==> config.mk <==
export PLATFORM = sky130hd
export DESIGN_NAME = timer_bank
export DESIGN_NICKNAME = d
export VERILOG_FILES = /design/src/rtl/timer_bank.sv
export SDC_FILE = /design/constraint.sdc
export NUM_CORES = 1
export LEC_CHECK = 0
export BUFFER_PORTS_ARGS = -buffer_cell sky130_fd_sc_hd__buf_2
export CAP_MARGIN = 10
export CORE_MARGIN = 4
export CORE_UTILIZATION = 59
export CTS_CLUSTER_DIAMETER = 80
export DETAILED_ROUTE_END_ITERATION = 16
export MAX_ROUTING_LAYER = met4
export PLACE_DENSITY = 0.79
export SYNTH_ARGS = -nofsm -noshare
export SYNTH_HDL_FRONTEND = slang
export SYNTH_SLANG_ARGS = --single-unit
==> constraint.sdc <==
create_clock -name clk -period 8 [get_ports clk]
set_clock_uncertainty 0.15 [all_clocks]
set_input_delay 1.6 -clock clk [delete_from_list [all_inputs] [get_ports clk]]
set_output_delay 1.6 -clock clk [all_outputs]
set_load 0.02 [all_outputs]
==> src/rtl/timer_bank.sv <==
// timer_bank: N_CH independent programmable down-counters with one-shot or
// auto-reload mode, a per-channel interrupt mask and a sticky pending flag.
// Register map: addr[3:2] = channel, addr[1:0] = 0 CTRL, 1 PRESET, 2 COUNT, 3 reserved.
module timer_bank #(
  parameter int unsigned N_CH  = 2,
  parameter int unsigned CNT_W = 32
) (
  input  logic            clk,
  input  logic            rst,
  input  logic [3:0]      addr,
  input  logic            we,
  input  logic [31:0]     wd,
  output logic [31:0]     rd,
  output logic [N_CH-1:0] irq
);

  localparam logic [1:0] REG_CTRL   = 2'd0;
  localparam logic [1:0] REG_PRESET = 2'd1;
  localparam logic [1:0] REG_COUNT  = 2'd2;

  typedef enum logic [1:0] {
    ST_IDLE = 2'd0,
    ST_LOAD = 2'd1,
    ST_CNT  = 2'd2,
    ST_INT  = 2'd3
  } state_t;

  logic [CNT_W-1:0] preset_a [N_CH];
  logic [CNT_W-1:0] count_a  [N_CH];
  logic [N_CH-1:0]  en_v;
  logic [N_CH-1:0]  mode_v;
  logic [N_CH-1:0]  im_v;
  logic [N_CH-1:0]  pend_v;

  // Write data bits above CNT_W are don't-care for the narrower configurations.
  logic unused_wd;
  assign unused_wd = ^wd;

  for (genvar i = 0; i < int'(N_CH); i++) begin : g_ch
    state_t           state;
    logic [CNT_W-1:0] preset_q;
    logic [CNT_W-1:0] count_q;
    logic             en_q;
    logic             mode_q;
    logic             im_q;
    logic             pend_q;
    logic             wr_sel;
    logic             wr_ctrl;
    logic             wr_preset;
    logic             stop;
    logic             set_pend;

    assign wr_sel    = we && (addr[3:2] == 2'(i));
    assign wr_ctrl   = wr_sel && (addr[1:0] == REG_CTRL);
    assign wr_preset = wr_sel && (addr[1:0] == REG_PRESET);
    // A CTRL write with en = 0 aborts the channel and suppresses any terminal event.
    assign stop      = wr_ctrl && !wd[0];
    assign set_pend  = !stop &&
                       (((state == ST_LOAD) && (preset_q == '0)) ||
                        ((state == ST_CNT)  && (count_q <= CNT_W'(1))));

    // Channel control bits and IDLE/LOAD/CNT/INT sequencing of the counter.
    always_ff @(posedge clk or posedge rst) begin
      if (rst) begin
        state   <= ST_IDLE;
        count_q <= '0;
        en_q    <= 1'b0;
        mode_q  <= 1'b0;
        im_q    <= 1'b0;
      end else begin
        if (wr_ctrl) begin
          en_q   <= wd[0];
          mode_q <= wd[1];
          im_q   <= wd[2];
        end
        if (stop) begin
          state <= ST_IDLE;
        end else begin
          case (state)
            ST_IDLE: begin
              if (en_q) state <= ST_LOAD;
            end
            ST_LOAD: begin
              count_q <= preset_q;
              state   <= (preset_q == '0) ? ST_INT : ST_CNT;
            end
            ST_CNT: begin
              if (count_q > CNT_W'(1)) begin
                count_q <= count_q - CNT_W'(1);
              end else begin
                count_q <= '0;
                state   <= ST_INT;
              end
            end
            ST_INT: begin
              if (mode_q) begin
                state <= ST_LOAD;
              end else begin
                state <= ST_IDLE;
                en_q  <= 1'b0;
              end
            end
            default: state <= ST_IDLE;
          endcase
        end
      end
    end

    // Preset register; only sampled by the counter on a LOAD edge.
    always_ff @(posedge clk or posedge rst) begin
      if (rst) begin
        preset_q <= '0;
      end else if (wr_preset) begin
        preset_q <= wd[CNT_W-1:0];
      end
    end

    // Sticky pending flag: write-1-to-clear, with a same-edge set taking priority.
    always_ff @(posedge clk or posedge rst) begin
      if (rst) begin
        pend_q <= 1'b0;
      end else begin
        pend_q <= set_pend | (pend_q & ~(wr_ctrl & wd[3]));
      end
    end

    assign preset_a[i] = preset_q;
    assign count_a[i]  = count_q;
    assign en_v[i]     = en_q;
    assign mode_v[i]   = mode_q;
    assign im_v[i]     = im_q;
    assign pend_v[i]   = pend_q;
  end

  // Combinational read mux; unimplemented channels and the reserved slot read 0.
  always_comb begin
    rd = '0;
    for (int unsigned i = 0; i < N_CH; i++) begin
      if (addr[3:2] == 2'(i)) begin
        case (addr[1:0])
          REG_CTRL:   rd = {28'd0, pend_v[i], im_v[i], mode_v[i], en_v[i]};
          REG_PRESET: rd = 32'(preset_a[i]);
          REG_COUNT:  rd = 32'(count_a[i]);
          default:    rd = '0;
        endcase
      end
    end
  end

  assign irq = pend_v & im_v;

endmodule

* After elaboration in Yosys (flattened, before gate mapping)
Index checks and enable logic that the tools add are counted.
** Operators by class
- Add/sub/neg operators :: 2
- Magnitude comparators :: 4
- Equality and inequality tests :: 13
- Mux-type cells :: 28
- Bitwise gates (word level) :: 11
- Reductions and logical operators :: 31
** Operators with widths (number)
- 32-bit case mux with 3 select lines :: 2
- 32-bit two-way mux :: 4
- 32-bit case mux with 2 select lines :: 2
- 32-bit by 1-bit > comparator with 1-bit output (second input constant) :: 2
- 32-bit by 1-bit <= comparator with 1-bit output (second input constant) :: 2
- 32-bit zero test :: 2
- 32-bit by 1-bit subtractor with 32-bit output (second input constant) :: 2
- 2-bit case mux with 4 select lines :: 2
- 1-bit logical AND :: 14
- 1-bit two-way mux :: 12
- 2-bit two-way mux :: 6
- 3-bit inequality test (second input constant) :: 4
- 2-bit == test (second input constant) :: 5
- 2-bit by 1-bit == test with 1-bit output (second input constant) :: 4
- 2-bit zero test :: 4
- 2-bit AND reduction :: 4
- 1-bit AND :: 4
- 1-bit inverter :: 4
- 2-bit nonzero test :: 2
- 1-bit zero test :: 3
- 2-bit AND :: 1
- 1-bit logical OR :: 2
- 1-bit bitwise OR :: 2
** Word-level totals
- Flip-flop bits (word level) :: 140
- Input bits :: 39
- Output and inout bits :: 34

* Logic depth before layout (Yosys ltp)
- Word-level depth :: 7
- Depth in mapped cells :: 9
- Mapped depth without buffers :: 7

* Worst setup path before layout
OpenSTA, ideal clock, no wires.
- Path kind :: input to output
- From :: input addr[1]
- To :: output rd[19]
- Data arrival time :: 3.250 ns
- Data required time :: 6.250 ns
- Path slack :: 3.000 ns
- Cell stages on the path :: 6
- Buffers on the path :: 3
- Cell sequence :: buf_1 > nor2b_1 > clkbuf_1 > buf_1 > a22oi_1 > o22ai_1
** On the way
- Cells in the longest elaborated chain, start to end :: 4
- Elaborated cells between the ends (all ways) :: 7
** RTL lines
- from (decl) :: RTL line 10 : input logic [3:0] addr,
- 2-bit == test, or another cell as far along :: RTL line 140 : case (addr[1:0])
- 32-bit case mux with 3 select lines :: RTL line 140
- 32-bit two-way mux :: RTL line 139 : if (addr[3:2] == 2'(i)) begin
- 32-bit two-way mux * :: RTL line 139
- to (decl) :: RTL line 13 : output logic [31:0] rd,
Mark *: on every way between the ends. The rest lies on a longest branch, timed or not.

* Worst setup path in the final report
- From :: input addr[0]
- To :: output rd[28]
Same word-level chain as after synthesis.

==> flow_metrics.tcl <==
set metrics [dict create \
    num_rows 44 \
    cts_tree "built" \
    dr.pass1.iters 6 \
    numCtsBuffers 17 \
    io_pins 73 \
    initial_core_util_pct 59.9 \
    cts.clk_slew.worst_paths_ns 0.06 \
    multi_input_area_mm2 0.00472 \
    worst_slew_pin_slew_ns 1.07 \
    grt-ovfl-total 0 \
    p_int_mw 2.10 \
    cp.depth 6 \
    synth_nets 992 \
    seq_area_frac_synth_pct 40.4 \
    place_congestion 1.04 \
    switchingPower_mw 1.81 \
    fin_cells 1161 \
    vias 8690 \
    mostFrequentLayoutCells "dfrtp_1, buf_2, a22oi_1" \
    n_antenna_cell 0 \
    cts_root_buffer "clkbuf_16" \
    crit_path_max_fanout 40 \
    clockBufferDepth 2 \
    core-area_mm2 0.0145 \
    ff2ff_path_depth 6 \
    synth_top_flop_cell "dfrtp_1" \
    dieArea_mm2 0.0167 \
    period_needed_ns 5.47 \
    cts_max_level 4 \
    die-width_um 129 \
    mappedNetlistArea_mm2 0.00867 \
    wirelength_um 28700 \
    synth_xor_xnor_area_share_pct 0 \
    max_cap_violations 0 \
    clkLatencyLatePin_ns 0.44 \
    swShare_pct 46.2 \
    grt_pass1_vias 7894 \
    max_clock_freq_ghz 0.183 \
    max_stage_delay_ns 0.86 \
    slew_headroom_pct 28.5 \
    antenna_found_initial 0 \
    status "finished, final reports clean" \
    rsz0062_at_grt "false" \
    path_buf_inv 3 \
    p_seq_share_pct 35.2 \
    die_h_um 129 \
    grt_pass1_wl_um 44800 \
    layout_commonest_cell "dfrtp_1" \
    nNetsFinal 1017 \
    syn-instance-count 939 \
    synth_edf_count 0 \
    hpwl_um 19100 \
    critPathArrivalTime_ns 3.72 \
    grt_max_degree 93 \
    critPathKind "input port to primary output" \
    yosys_register_bits 140 \
    synth_top_family_by_area "compound AO/OA/AOI/OAI gates" \
    place_inst 1129 \
    postSynth.asyncResetShare_pct 100 \
    syn_avg_cell_area_um2 9.24 \
    p_leak_nw 3.91 \
    reg2reg_to "g_ch[1].count_q[21]" \
    port_buffers 72 \
    maxSlewViolCount 0 \
    avgViaCountPerCell 7.48 \
    wl_per_cell_um 24.7 \
    seq_area_mm2 0.00350 \
    cp-endpoint "rd[28]" \
    cts-resized-gates 0 \
    reg2reg_from "g_ch[1].count_q[27]" \
    crit_required_ns 6.25 \
    drive_above_1_share_pct 20.2 \
    synthMuxAreaShare_pct 8.93 \
    synthAdderAreaFrac_pct 2.02 \
    cp_slowest_cell "nor2b_4" \
    end_kind "primary output" \
    yosysWarnings 0 \
    path_cells "buf_2, nor2b_4, buf_4, a22oi_1, o22ai_1, buf_2" \
    reg2reg_slack_ns 4.16 \
    drt-initial-drc-count 1489 \
    ir_drop_uv 279 \
    cts_setup_buffers 0 \
    hold_viol_final 0 \
    hold_path_class "flop to flop" \
    start_kind "input port" \
    post-route-drc-count 0 \
    cts.hold.buffers_added 0 \
    cp_common_cell "buf_2" \
    crit_path_start "addr[0]" \
    cp_top_family "buffers and inverters" \
    period_share_pct 68.4 \
    setup_violations 0 \
    clkPwrFrac_pct 20.3 \
    synth-simple-area-share_pct 16.7 \
    comb_power_share_pct 44.5 \
    fill_cells 1167 \
    cts.sinks 140 \
    synthToLayoutAreaGrowth_pct 11.6 \
    power_density_mw_per_mm2 404 \
    ys_types 66 \
    synth_compound_area_share_pct 26.2 \
    grt_use_total_pct 35.9 \
    ant_nets 0 \
    setup_tns_ns 0 \
]
==> worst register-to-register path, delay by kind of cell (launching register included) <==
| kind | cells | cell delay (ns) |
|---|---|---|
| AOI/OAI and AO/OA | 4 | 2.01 |
| and+or+nand+nor | 1 | 0.71 |
| buffers and inverters | 1 | 0.36 |
| DFF | 1 | 0.49 |
==> layout make-up <==
cell class | instances | area share (%)
clock inverter | 13 | 1.46
timing repair buffer | 85 | 4.73
multi-input combinational | 671 | 48.7
clock buffer | 19 | 4.57
inverter | 49 | 1.95
sequential | 140 | 36.2
tap | 184 | 2.38
==> metrics by stage <==
| stage | util [%] | power (mW) | setup slack, ns | hold slack (ns) | area (um2) |
|---|---|---|---|---|---|
| 3_3_place_gp | 62.8 | 3.00 | 2.66 | 0.358 | 9100 |
| 2_1_floorplan | - | 2.53 | 2.50 | 0.319 | 8670 |
| 3_5_place_dp | 62.8 | 3.03 | 2.64 | 0.370 | 9100 |
| 5_1_grt | 66.9 | 4.12 | 2.43 | 0.410 | 9680 |
| 6_report | 66.9 | 3.91 | 2.53 | 0.384 | 9680 |
| 4_1_cts | 66.9 | 3.84 | 2.63 | 0.385 | 9680 |
==> metal layers <==
metal / global-route usage, % / share of wire (%)
met2: 51.7 / 44
met3: 7.50 / 11
met5: - / 0
met1: 49.1 / 40
met4: 15.8 / 4.3
==> registers in the layout (all words and copies together) (netlist names) <==
register       cells
g_ch.count_q      64
g_ch.preset_q     64
g_ch.state         4
g_ch.en_q          2
g_ch.im_q          2
g_ch.mode_q        2
g_ch.pend_q        2
==> logic make-up after synthesis <==
family,count (synthesis)
buf+inv,128
simple gates,272
compound gates,315
fa+ha+maj,14
flops,140
mux,70
==> power groups by stage <==
stage	combinational (mW)	sequential (mW)	clock, mW
floorplan	1.35	1.18	0
global placement	1.64	1.36	0
detailed placement	1.67	1.36	0
CTS	1.69	1.35	0.794
global route	1.90	1.40	0.827
finish	1.74	1.38	0.793
==> synth_stat cells, types with 13 or more instances <==
cell type	instances	share of area, %
nand3_1	19	1.1
nor3_1	31	1.8
o22ai_1	47	3.4
clkbuf_1	62	2.7
nand4_1	15	1.1
nor4_1	39	2.8
a21oi_1	29	1.7
dfrtp_1	140	40
a22oi_1	66	5.7
mux2_2	59	7.7
nand2_1	49	2.1
nor2_1	52	2.3
nor2b_1	13	0.94
o21ai_0	42	2.4
ha_1	14	2.0
inv_1	48	2.1
a22o_1	14	1.4
o2bb2ai_1	13	1.3
==> worst min path at each step <==
stage | endpoint | depth (start not counted) | startpoint
3_3_place_gp | g_ch[1].pend_q | 1 | g_ch[1].pend_q
5_1_grt | g_ch[1].pend_q | 1 | g_ch[1].pend_q
2_1_floorplan | g_ch[1].pend_q | 1 | g_ch[1].pend_q
4_1_cts | g_ch[1].im_q | 1 | g_ch[1].im_q
3_5_place_dp | g_ch[1].pend_q | 1 | g_ch[1].pend_q
6_report | g_ch[1].im_q | 1 | g_ch[1].im_q
No activity file was read; power rests on OpenSTA's default activity.
